$ cat config.mk
export PLATFORM = sky130hd
export DESIGN_NAME = rf_access_sequencer
export DESIGN_NICKNAME = d
export VERILOG_FILES = /design/src/rtl/rf_access_sequencer.sv
export SDC_FILE = /design/constraint.sdc
export NUM_CORES = 1
export LEC_CHECK = 0
export BUFFER_PORTS_ARGS = -buffer_cell sky130_fd_sc_hd__buf_2
export CAP_MARGIN = 0
export CORE_ASPECT_RATIO = 1.2
export CORE_MARGIN = 3
export CORE_UTILIZATION = 50
export DETAILED_ROUTE_END_ITERATION = 8
export PLACE_DENSITY = 0.86
export RECOVER_POWER = 100
export SLEW_MARGIN = 5
export SYNTH_ARGS = -nofsm -noshare
export SYNTH_HDL_FRONTEND = slang
export SYNTH_SLANG_ARGS = --single-unit
$ cat constraint.sdc
create_clock -name clk -period 4.5 [get_ports clk]
set_clock_uncertainty 0.05 [all_clocks]
set_input_delay 0.45 -clock clk [delete_from_list [all_inputs] [get_ports clk]]
set_output_delay 0.45 -clock clk [all_outputs]
set_load 0.02 [all_outputs]
$ cat src/rtl/rf_access_sequencer.sv
// Register-file access sequencer: fetch two operands, hand them to the ALU, retire one result.
// Build option RF_ZERO_REG_EN makes register 0 read as zero and suppresses writes to it.
module rf_access_sequencer #(
  parameter int unsigned DATA_W  = 8,
  parameter int unsigned ADDR_W  = 4,
  parameter int unsigned TIMEOUT = 32
) (
  input  logic              clk,
  input  logic              rst_n,
  input  logic              instr_valid,
  output logic              instr_ready,
  input  logic [ADDR_W-1:0] instr_rs1,
  input  logic [ADDR_W-1:0] instr_rs2,
  input  logic [ADDR_W-1:0] instr_rd,
  input  logic              instr_wb,
  output logic [ADDR_W-1:0] rf_read_reg1,
  output logic [ADDR_W-1:0] rf_read_reg2,
  input  logic [DATA_W-1:0] rf_read_data1,
  input  logic [DATA_W-1:0] rf_read_data2,
  output logic [ADDR_W-1:0] rf_write_reg,
  output logic [DATA_W-1:0] rf_write_data,
  output logic              rf_reg_write,
  output logic              op_valid,
  input  logic              op_ready,
  output logic [DATA_W-1:0] op_a,
  output logic [DATA_W-1:0] op_b,
  input  logic              res_valid,
  input  logic [DATA_W-1:0] res_data,
  output logic              busy,
  output logic              timeout_err
);

  typedef enum logic [2:0] {IDLE, FETCH, ISSUE, WAIT_RES, WB} state_t;

  localparam logic [7:0] WD_LAST = 8'(TIMEOUT - 1);

  state_t            state;
  logic              wb_q;
  logic [7:0]        wd_cnt;
  logic [DATA_W-1:0] fetch_a;
  logic [DATA_W-1:0] fetch_b;
  logic              wb_en;

`ifdef RF_ZERO_REG_EN
  always_comb begin
    fetch_a = (rf_read_reg1 == '0) ? '0 : rf_read_data1;
    fetch_b = (rf_read_reg2 == '0) ? '0 : rf_read_data2;
    wb_en   = wb_q && (rf_write_reg != '0);
  end
`else
  always_comb begin
    fetch_a = rf_read_data1;
    fetch_b = rf_read_data2;
    wb_en   = wb_q;
  end
`endif

  // Latched rs1/rs2/rd/result double as the read/write address and data ports.
  always_ff @(posedge clk) begin
    if (!rst_n) begin
      state         <= IDLE;
      instr_ready   <= 1'b1;
      busy          <= 1'b0;
      rf_read_reg1  <= '0;
      rf_read_reg2  <= '0;
      rf_write_reg  <= '0;
      rf_write_data <= '0;
      rf_reg_write  <= 1'b0;
      op_valid      <= 1'b0;
      op_a          <= '0;
      op_b          <= '0;
      timeout_err   <= 1'b0;
      wb_q          <= 1'b0;
      wd_cnt        <= '0;
    end else begin
      case (state)
        IDLE: begin
          if (instr_valid && instr_ready) begin
            rf_read_reg1 <= instr_rs1;
            rf_read_reg2 <= instr_rs2;
            rf_write_reg <= instr_rd;
            wb_q         <= instr_wb;
            instr_ready  <= 1'b0;
            busy         <= 1'b1;
            state        <= FETCH;
          end
        end
        FETCH: begin
          op_a     <= fetch_a;
          op_b     <= fetch_b;
          op_valid <= 1'b1;
          state    <= ISSUE;
        end
        ISSUE: begin
          if (op_ready) begin
            op_valid <= 1'b0;
            wd_cnt   <= '0;
            state    <= WAIT_RES;
          end
        end
        WAIT_RES: begin
          // A result arriving on the final watchdog cycle takes priority over the abort.
          if (res_valid) begin
            rf_write_data <= res_data;
            if (wb_q) begin
              rf_reg_write <= wb_en;
              state        <= WB;
            end else begin
              instr_ready <= 1'b1;
              busy        <= 1'b0;
              state       <= IDLE;
            end
          end else if (wd_cnt == WD_LAST) begin
            timeout_err <= 1'b1;
            instr_ready <= 1'b1;
            busy        <= 1'b0;
            state       <= IDLE;
          end else if (wd_cnt != '1) begin
            wd_cnt <= wd_cnt + 8'd1;
          end
        end
        WB: begin
          rf_reg_write <= 1'b0;
          instr_ready  <= 1'b1;
          busy         <= 1'b0;
          state        <= IDLE;
        end
        default: begin
          instr_ready <= 1'b1;
          busy        <= 1'b0;
          state       <= IDLE;
        end
      endcase
    end
  end

endmodule

==> results of run 1 <==
[through the flow]
stage,hold WS (ns),cells
3_5_place_dp,0.392,387
6_report,0.320,395
3_3_place_gp,0.387,387
2_1_floorplan,0.387,264
5_1_grt,0.329,395
4_1_cts,0.312,395
[worst paths after layout]
| check | startpoint | cells past startpoint | endpoint | slack [ns] |
|---|---|---|---|---|
| setup reg to reg | state[2] | 2 | instr_ready | 1.83 |
| hold / removal | res_data[0] | 3 | rf_write_data[0] | 0.32 |
| hold reg to reg | op_b[2] | 2 | op_b[2] | 0.41 |
| setup / recovery | state[2] | 2 | instr_ready | 1.83 |
[cell families (layout without fill, tap and decap cells)]
family                     Yosys count  in the layout
DFF                                 53             53
adders and majority gates            1              1
AOI/OAI and AO/OA                   67             67
and+or+nand+nor                    126            126
buffers and inverters               16             91
muxes                                1              1
[report_power, final]
group | total [W] | internal [W] | leakage, nW | switching (W)
Sequential | 0.000529 | 0.000503 | 0.431 | 0.0000255
Combinational | 0.000181 | 0.0000588 | 0.481 | 0.000122
Clock | 0.000261 | 0.000110 | 0.0385 | 0.000151
Total | 0.000970 | 0.000672 | 0.950 | 0.000298
[final cells by class]
type	count	area [µm²]	area share, %
Tap cell	56	70.1	2.69
Timing Repair Buffer	82	359	13.8
Clock buffer	7	76.3	2.93
Clock inverter	1	7.51	0.288
Sequential cell	53	1060	40.7
Multi-Input combinational cell	195	1030	39.5
Inverter	1	3.75	0.144
[tightest hold or removal path: stages]
cell and delay [ns]:
buf_2 0.10, nand2_1 0.04, a21boi_1 0.05
[cells in the mapped netlist, drive strengths merged (2+ instances only)]
| cell type | instances | share of area, % |
|---|---|---|
| nor2b | 2 | 0.55 |
| dfxtp | 53 | 47 |
| a21boi | 39 | 13 |
| nand3 | 4 | 0.88 |
| and2 | 3 | 0.94 |
| buf | 9 | 2.9 |
| a31oi | 2 | 0.55 |
| o211ai | 3 | 0.99 |
| clkbuf | 6 | 0.99 |
| o221a | 3 | 1.5 |
| nor3 | 4 | 1.4 |
| a21oi | 7 | 1.5 |
| nand3b | 2 | 1.2 |
| o21ai | 10 | 2.4 |
| nor2 | 13 | 2.9 |
| nand2 | 91 | 15 |
[layer usage]
metal	wire (µm)	global-route usage, %	vias up	part of all wire [%]
met5	0	0	-	0
met4	78	6.69	0	1.5
met3	343	4.23	8	6.7
met2	2470	35.5	61	48
met1	2250	22.5	907	44
li1	-	-	1033	-
==> metrics, run 1 <==
Cells after Synth 264; Post-CTS Resized 0; Post-Synth Simple-Gate Area 26.3%; CP max stage delay 1.73 ns; dpl cell area 2660 µm²; vias per cell 5.09; Setup WS post-layout 1.83 ns; Slew Viols, Final 32; Num CTS Buffers 5; grt total ovfl 0; status finished with violations; CP delay by family, top simple AND/OR/NAND/NOR gates; sequential area share after synthesis 46.8%; most used flip-flop cell after synthesis dfxtp_1; worst skew pair latency 0.31 ns; gr usage total 19.7%; Die Ht 79.7 µm; worst path cell trace nor4_1 > o21ai_0; critical path capture point type flop; Post-synth EDFFs 0; Synth Register Bits 53; setup TNS 0 ns; mux cell area share after synthesis 0.442%; final WL 5150 µm; Starting DRT DRC Count 108; diode count 0; Mapped Avg Cell Area 8.58 µm²; via count 2009; critical path class reg2reg; WP data arrival 2.73 ns; Layout area overhead 15.0%; CTS tree yes; final setup fails 0; Root Buffer clkbuf_8; CP startpoint kind flop; IO Port Bufs 82; DIE AREA 5380 µm²; layout cells sized above 1 16.2%; Cell variety after synth 38; Core Area 4330 µm²; worst slack, placed 2.71 ns; fin area 2610 µm²; max cap viols 2; FP Rows 26; RSZ-0062 raised after global routing false; I/O pin cnt 83; Post-synth ARST share 0%; hold_buf cts 0; Max rail drop VDD 206 µV; Tot Pwr 0.000970 W; CTS clock-pin slew for the worst setup and hold paths 0.09 ns; Peak Freq 374 MHz; Leakage 0.950 nW; failing checks max-capacitance violations, max-slew violations; most common cell after layout, fill and taps aside nand2_1; largest net degree at the start of global routing 55; Slowest cell on crit path nor4_1; first-pass GRT wire length 8240 µm; CP bufs+invs 0; final hold vios 0; slew margin rel. -43.3%; Worst EP required 4.56 ns; Ys Warns 0; largest family of logic cells by synthesized area simple AND/OR/NAND/NOR gates; post-DP HPWL 3700 µm; DR DRC count 0; Starting Density 52.4%; Clock Path Buffers 2; Compound-Gate Fraction of Synth Area 21.8%; period utilization 59.4%; Post-Synth XOR/XNOR Area 0%; Die Span X 67.5 µm; CTS Sinks 53; Mapped Area 2270 µm²; GPL Wtd Cong 0.718; Nets 381; DR WL/cell 13.0 µm; commonest non-fill, non-tap cells in the layout nand2_1 (91), dfxtp_1 (53), clkbuf_1 (43); critical path fanouts, max 14; fin util 60.2%; vias in the first global route 1897; Syn Nets 307; antenna violations before repair 0; DRT Pass-1 Iters 6; worst hold path class in2reg; Setup Fix Bufs, Post-CTS 0; Post-DRT Antenna Nets 0; Least-Margin Pin Slew 2.13 ns; Power Density 372 nW/µm²; fill cell count 419; Final min period 2.67 ns; adder-cell share of the synthesized area 0.552%; htree depth 2
Power figures use the tool's default switching activity.
==> inputs of run 2 (changes only) <==
Settings changed: CORE_UTILIZATION 50 to 49, PLACE_DENSITY 0.86 to 0.84.
Clock period 4.5 ns to 2.5 ns, I/O delays scaled along.
==> run 2 against run 1 <==
The run now ends clean. Core utilization up 0.73 points. Clock power rose by 67%. Hold slack got worse by 0.18 ns. Flip-flop and latch count is the same. Die area increased by 1.9%. Total power is 78% higher. Critical path depth grew 3. Wire length down 2.6%. Clock-buffer cell count shrank 2. Sequential power up 80%. Critical endpoint is now wd_cnt[1].
==> metrics, run 2 (synthesis results as in run 1) <==
critical path fanouts, max 13 (-1); Layout area overhead 17.3%; IO Port Bufs 82 (unchanged); max cap viols 0 (-2); final setup fails 0 (unchanged); WP data arrival 2.20 ns (-0.53 ns); Starting DRT DRC Count 97 (-10%); R2R Path Start state[1]; Worst Setup EP wd_cnt[1]; fill cell count 436 (+4.1%); DR DRC count 0 (unchanged); final WL 5020 µm (-2.6%); Setup Fix Bufs, Post-CTS 0 (unchanged); I/O pin cnt 83 (unchanged); CTS tree yes; Clock Path Buffers 2 (unchanged); Num CTS Buffers 5 (unchanged); worst skew pair latency 0.30 ns (about the same); Starting Density 52.0% (-0.39 points); DR WL/cell 12.8 µm (-2.1%); GPL Wtd Cong 0.713 (-0.63%); worst hold path class in2reg; Final min period 2.03 ns (-0.644 ns); multi-input gate area in the final layout 1090 µm² (+6.0%); Leakage 0.973 nW (+2.4%); DIE AREA 5480 µm² (+1.9%); Die Span X 68.1 µm (+0.92%); commonest non-fill, non-tap cells in the layout nand2_1 (91), dfxtp_1 (53), buf_2 (41), clkbuf_1 (41), a21boi_0 (35); cell depth of the worst flop-to-flop path 5 (+3); Core Area 4360 µm² (+0.75%); most common cell after layout, fill and taps aside nand2_1; gr usage total 19.5% (-0.28 points); grt total ovfl 0 (unchanged); CTS clock-pin slew for the worst setup and hold paths 0.08 ns (about the same); vias per cell 5.15 (+1.3%); RSZ-0062 raised after global routing false; wl on met1 2140 µm (-5.1%); layout cells sized above 1 17.8% (+1.6 points); CP startpoint kind flop; filler-free cell count of the finished design 393 (-0.51%); via count 2025 (+0.80%); status finished, final reports clean; vias in the first global route 1972 (+4.0%); Least-Margin Pin Slew 0.786 ns (-1.34 ns); Peak Freq 493 MHz (+32%); Slew Viols, Final 0 (-100%); FP Rows 26 (unchanged); CTS Sinks 53 (unchanged); FF-to-FF End wd_cnt[1]; Post-CTS Resized 0 (unchanged); setup TNS 0 ns (unchanged); period utilization 81.2% (+22 points); Inst Count DP 387 (unchanged); Post-DRT Antenna Nets 0 (unchanged); diode count 0 (unchanged); Setup crit start state[1]; first-pass GRT wire length 8330 µm (+1.1%); Root Buffer clkbuf_8; htree depth 2 (unchanged); met3 wire length 358 µm (+4.4%); Worst EP required 2.67 ns (-1.89 ns); post-DP HPWL 3660 µm (-1.1%); hold_buf cts 0 (unchanged); DRT Pass-1 Iters 4 (-2); Power Density 650 nW/µm² (+75%); critical path capture point type flop; met2 wire length 2470 µm (about the same); antenna violations before repair 0 (unchanged); highest metal used met4; largest net degree at the start of global routing 55 (unchanged); slew margin rel. 47.2% (+91 points); critical path class reg2reg; Register Area 1060 µm² (unchanged); Max rail drop VDD 460 µV (+120%); Die Ht 80.5 µm (+0.93%); Nets 381 (unchanged); r2r setup slk 0.47 ns (-1.36 ns); final hold vios 0 (unchanged)
==> run 2: cell types whose count changed in the layout (fill, tap and decap cells not counted), sizes merged <==
cell      before  now
clkbuf        48   46
clkinv         0    1
clkinvlp       1    0
==> run 2: worst min-delay path by stage <==
stage | start | endpoint | slack, ns | cells past startpoint
5_1_grt | res_data[7] | rf_write_data[7] | 0.14 | 3
4_1_cts | instr_rd[3] | rf_write_reg[3] | 0.12 | 3
6_report | rf_read_data2[3] | op_b[3] | 0.14 | 3
3_5_place_dp | op_b[3] | op_b[3] | 0.39 | 2
3_3_place_gp | op_b[6] | op_b[6] | 0.39 | 2
2_1_floorplan | instr_wb | wb_en | 0.33 | 2
==> run 2: stage by stage <==
| stage | worst slack [ns] | power (W) | utilization [%] | hold slack [ns] | instance area [µm²] |
|---|---|---|---|---|---|
| after global placement | 0.745 | 0.00134 | 61.0 | 0.388 | 2660 |
| after floorplan | 0.961 | 0.00123 | - | 0.335 | 2270 |
| after CTS | 0.656 | 0.00178 | 62.7 | 0.124 | 2730 |
| final | 0.470 | 0.00173 | 61.0 | 0.139 | 2660 |
| after global routing | 0.301 | 0.00182 | 61.0 | 0.136 | 2660 |
| after detailed placement | 0.670 | 0.00134 | 61.0 | 0.393 | 2660 |
==> run 2: final cells by class <==
type                    instances  area share (%)
repair buffers                 82            13.5
clock buffers                   5            2.59
flip-flops and latches         53            39.9
multi-input cells             195            41.0
inverters                       1           0.141
well taps                      56            2.64
clock inverters                 1           0.188
==> run 2: routing by layer <==
| metal | up-vias | GRT usage, % |
|---|---|---|
| li1 | 1031 | - |
| met1 | 930 | 22.2 |
| met2 | 60 | 35.2 |
| met3 | 4 | 4.34 |
| met4 | 0 | 5.57 |
| met5 | - | 0 |
==> run 2: critical path, cell delays in order (launching register included) <==
cell,delay (ns)
dfxtp_1,0.67
nand3b_1,0.42
nor2_8,0.24
a32oi_2,0.16
nand3b_1,0.24
a21boi_0,0.17
==> run 2: power by group <==
part,switching (W),internal [W],leakage [nW]
Combinational,0.000226,0.000112,0.502
Sequential,0.0000477,0.000905,0.431
Clock,0.000251,0.000185,0.0399
==> inputs of run 3 (changes only) <==
Settings changed: CORE_UTILIZATION 49 to 44, PLACE_DENSITY 0.84 to 0.8.
Clock period 2.5 ns to 1.8 ns, I/O delays scaled along.
==> run 3 against run 2 <==
Wire length is 8.7% higher. Flip-flop and latch count did not move. Hold slack worse by 0.071 ns. First-iteration DRC count fell by 2.1%. Fmax is 22% higher. Sequential share of layout area fell by 1.9 points. Sequential power rose by 39%. Clock-buffer cell count is the same. Core utilization shrank 4.4 points. Combinational power is 54% higher. Via count increased by 2.7%. Global-route usage shrank 1.6 points. Critical endpoint is now wd_cnt[7]. Largest cell class unchanged.
==> metrics, run 3 (synthesis results as in run 1) <==
status finished, final reports clean; first-pass GRT wire length 8850 µm (+6.2%); worst path cell trace ha_1 > and4_2 > o21ai_2 > a32oi_4 > o211ai_1 > o31ai_1; Leakage 1.07 nW (+9.5%); R2R Path Start wd_cnt[0]; final WL 5450 µm (+8.7%); layout cells sized above 1 21.5% (+3.7 points); antenna violations before repair 0 (unchanged); I/O pin cnt 83 (unchanged); max cap viols 0 (unchanged); Least-Margin Pin Slew 0.457 ns (-0.330 ns); Layout area overhead 23.4%; gr usage total 17.8% (-1.6 points); vias in the first global route 1933 (-2.0%); critical path capture point type flop; CP max stage delay 0.40 ns (-0.27 ns); post-DP HPWL 3980 µm (+8.7%); Worst EP required 1.96 ns (-0.71 ns); DRT Pass-1 Iters 4 (unchanged); critical path class reg2reg; Num CTS Buffers 5 (unchanged); worst hold margin 0.0674 ns (-0.0715 ns); via count 2079 (+2.7%); Root Buffer clkbuf_8; grt total ovfl 0 (unchanged); DIE AREA 6050 µm² (+10%); Core Area 4940 µm² (+13%); hold depth 3 (unchanged); CTS clock-pin slew for the worst setup and hold paths 0.09 ns (about the same); RSZ-0062 raised after global routing false; largest net degree at the start of global routing 23 (-58%); Max rail drop VDD 598 µV (+30%); DR WL/cell 13.3 µm (+4.4%); Setup Fix Bufs, Post-CTS 0 (unchanged); worst hold path class in2reg; Nets 392 (+2.9%); Post-CTS Resized 0 (unchanged); setup TNS 0 ns (unchanged); vias per cell 5.08 (-1.3%); GPL Wtd Cong 0.833 (+17%); Starting Density 45.9% (-6.1 points); Slew Viols, Final 0 (unchanged); diode count 0 (unchanged); Peak Freq 600 MHz (+22%); FP Rows 28 (+7.7%); FF-to-FF End wd_cnt[7]; WHS Endpoint rf_read_reg2[0]; Starting DRT DRC Count 95 (-2.1%); Final min period 1.67 ns (-0.362 ns); Power Density 936 nW/µm² (+44%); DR DRC count 0 (unchanged); most common cell after layout, fill and taps aside nand2_1; hold_buf cts 0 (unchanged); worst skew pair latency 0.29 ns (about the same); commonest non-fill, non-tap cells in the layout nand2_1 (91), dfxtp_1 (52), clkbuf_1 (42); Slowest cell on crit path dfxtp_1; r2r setup slk 0.13 ns (-0.34 ns); final hold vios 0 (unchanged); period utilization 92.7% (+11 points); Post-DRT Antenna Nets 0 (unchanged); cell depth of the worst flop-to-flop path 6 (+1); critical path fanouts, max 5 (-8); WP data arrival 1.83 ns (-0.37 ns); Die Span X 71.5 µm (+5.0%); Hold Path Origin instr_rs2[0]; final setup fails 0 (unchanged); CP startpoint kind flop; CTS Sinks 53 (unchanged); CTS tree yes; IO Port Bufs 82 (unchanged); htree depth 2 (unchanged); slew margin rel. 69.4% (+22 points); Clock Path Buffers 2 (unchanged); Die Ht 84.6 µm (+5.1%)
## run 3: stage by stage
stage                     setup WS, ns  cells  area, µm²  utilization (%)  total power [W]
after floorplan                  0.261    264       2270                -          0.00171
after global placement           0.159    401       2740             55.4          0.00189
after detailed placement        0.0623    401       2740             55.4          0.00191
after CTS                       0.0388    408       2840             57.5          0.00268
after global routing           0.00974    409       2800             56.6          0.00275
final                            0.132    409       2800             56.6          0.00262
## run 3: worst max-delay path by stage
stage	start	endpoint	slack, ns	depth (start not counted)
5_1_grt	state[2]	rf_read_reg1[3]	0.01	5
4_1_cts	wd_cnt[0]	wd_cnt[7]	0.04	6
2_1_floorplan	wd_cnt[0]	busy	0.26	6
3_5_place_dp	wd_cnt[0]	wd_cnt[7]	0.06	6
3_3_place_gp	wd_cnt[0]	wd_cnt[1]	0.16	6
6_report	wd_cnt[0]	wd_cnt[7]	0.13	6
## run 3: area by class of cell
class | instances | area, µm²
clock buffer | 5 | 68.8
clock inverter | 2 | 35.0
fill | 514 | 2140
inverter | 1 | 3.75
multi-input combinational | 196 | 1130
sequential | 53 | 1060
tap | 60 | 75.1
timing repair buffer | 92 | 423
## run 3: power breakdown
part | switching, W | total (W) | internal (W)
combinational | 0.000340 | 0.000523 | 0.000183
sequential | 0.0000649 | 0.00132 | 0.00126
clock | 0.000366 | 0.000770 | 0.000405
total | 0.000770 | 0.00262 | 0.00185
## run 3: metal layers
metal	vias up	global-route usage, %	wire length (µm)
li1	1061	-	-
met1	947	22.5	2420
met2	67	30.6	2610
met3	4	3.59	375
met4	0	4.96	51
met5	-	0	0
## run 3: critical path: cells and delay by family, from the launching register on
| kind | cells | cell delay [ns] |
|---|---|---|
| AND/OR/NAND/NOR | 1 | 0.29 |
| flip-flops | 1 | 0.40 |
| AO/OA/AOI/OAI | 4 | 0.62 |
| adder cells (fa/ha/maj) | 1 | 0.23 |
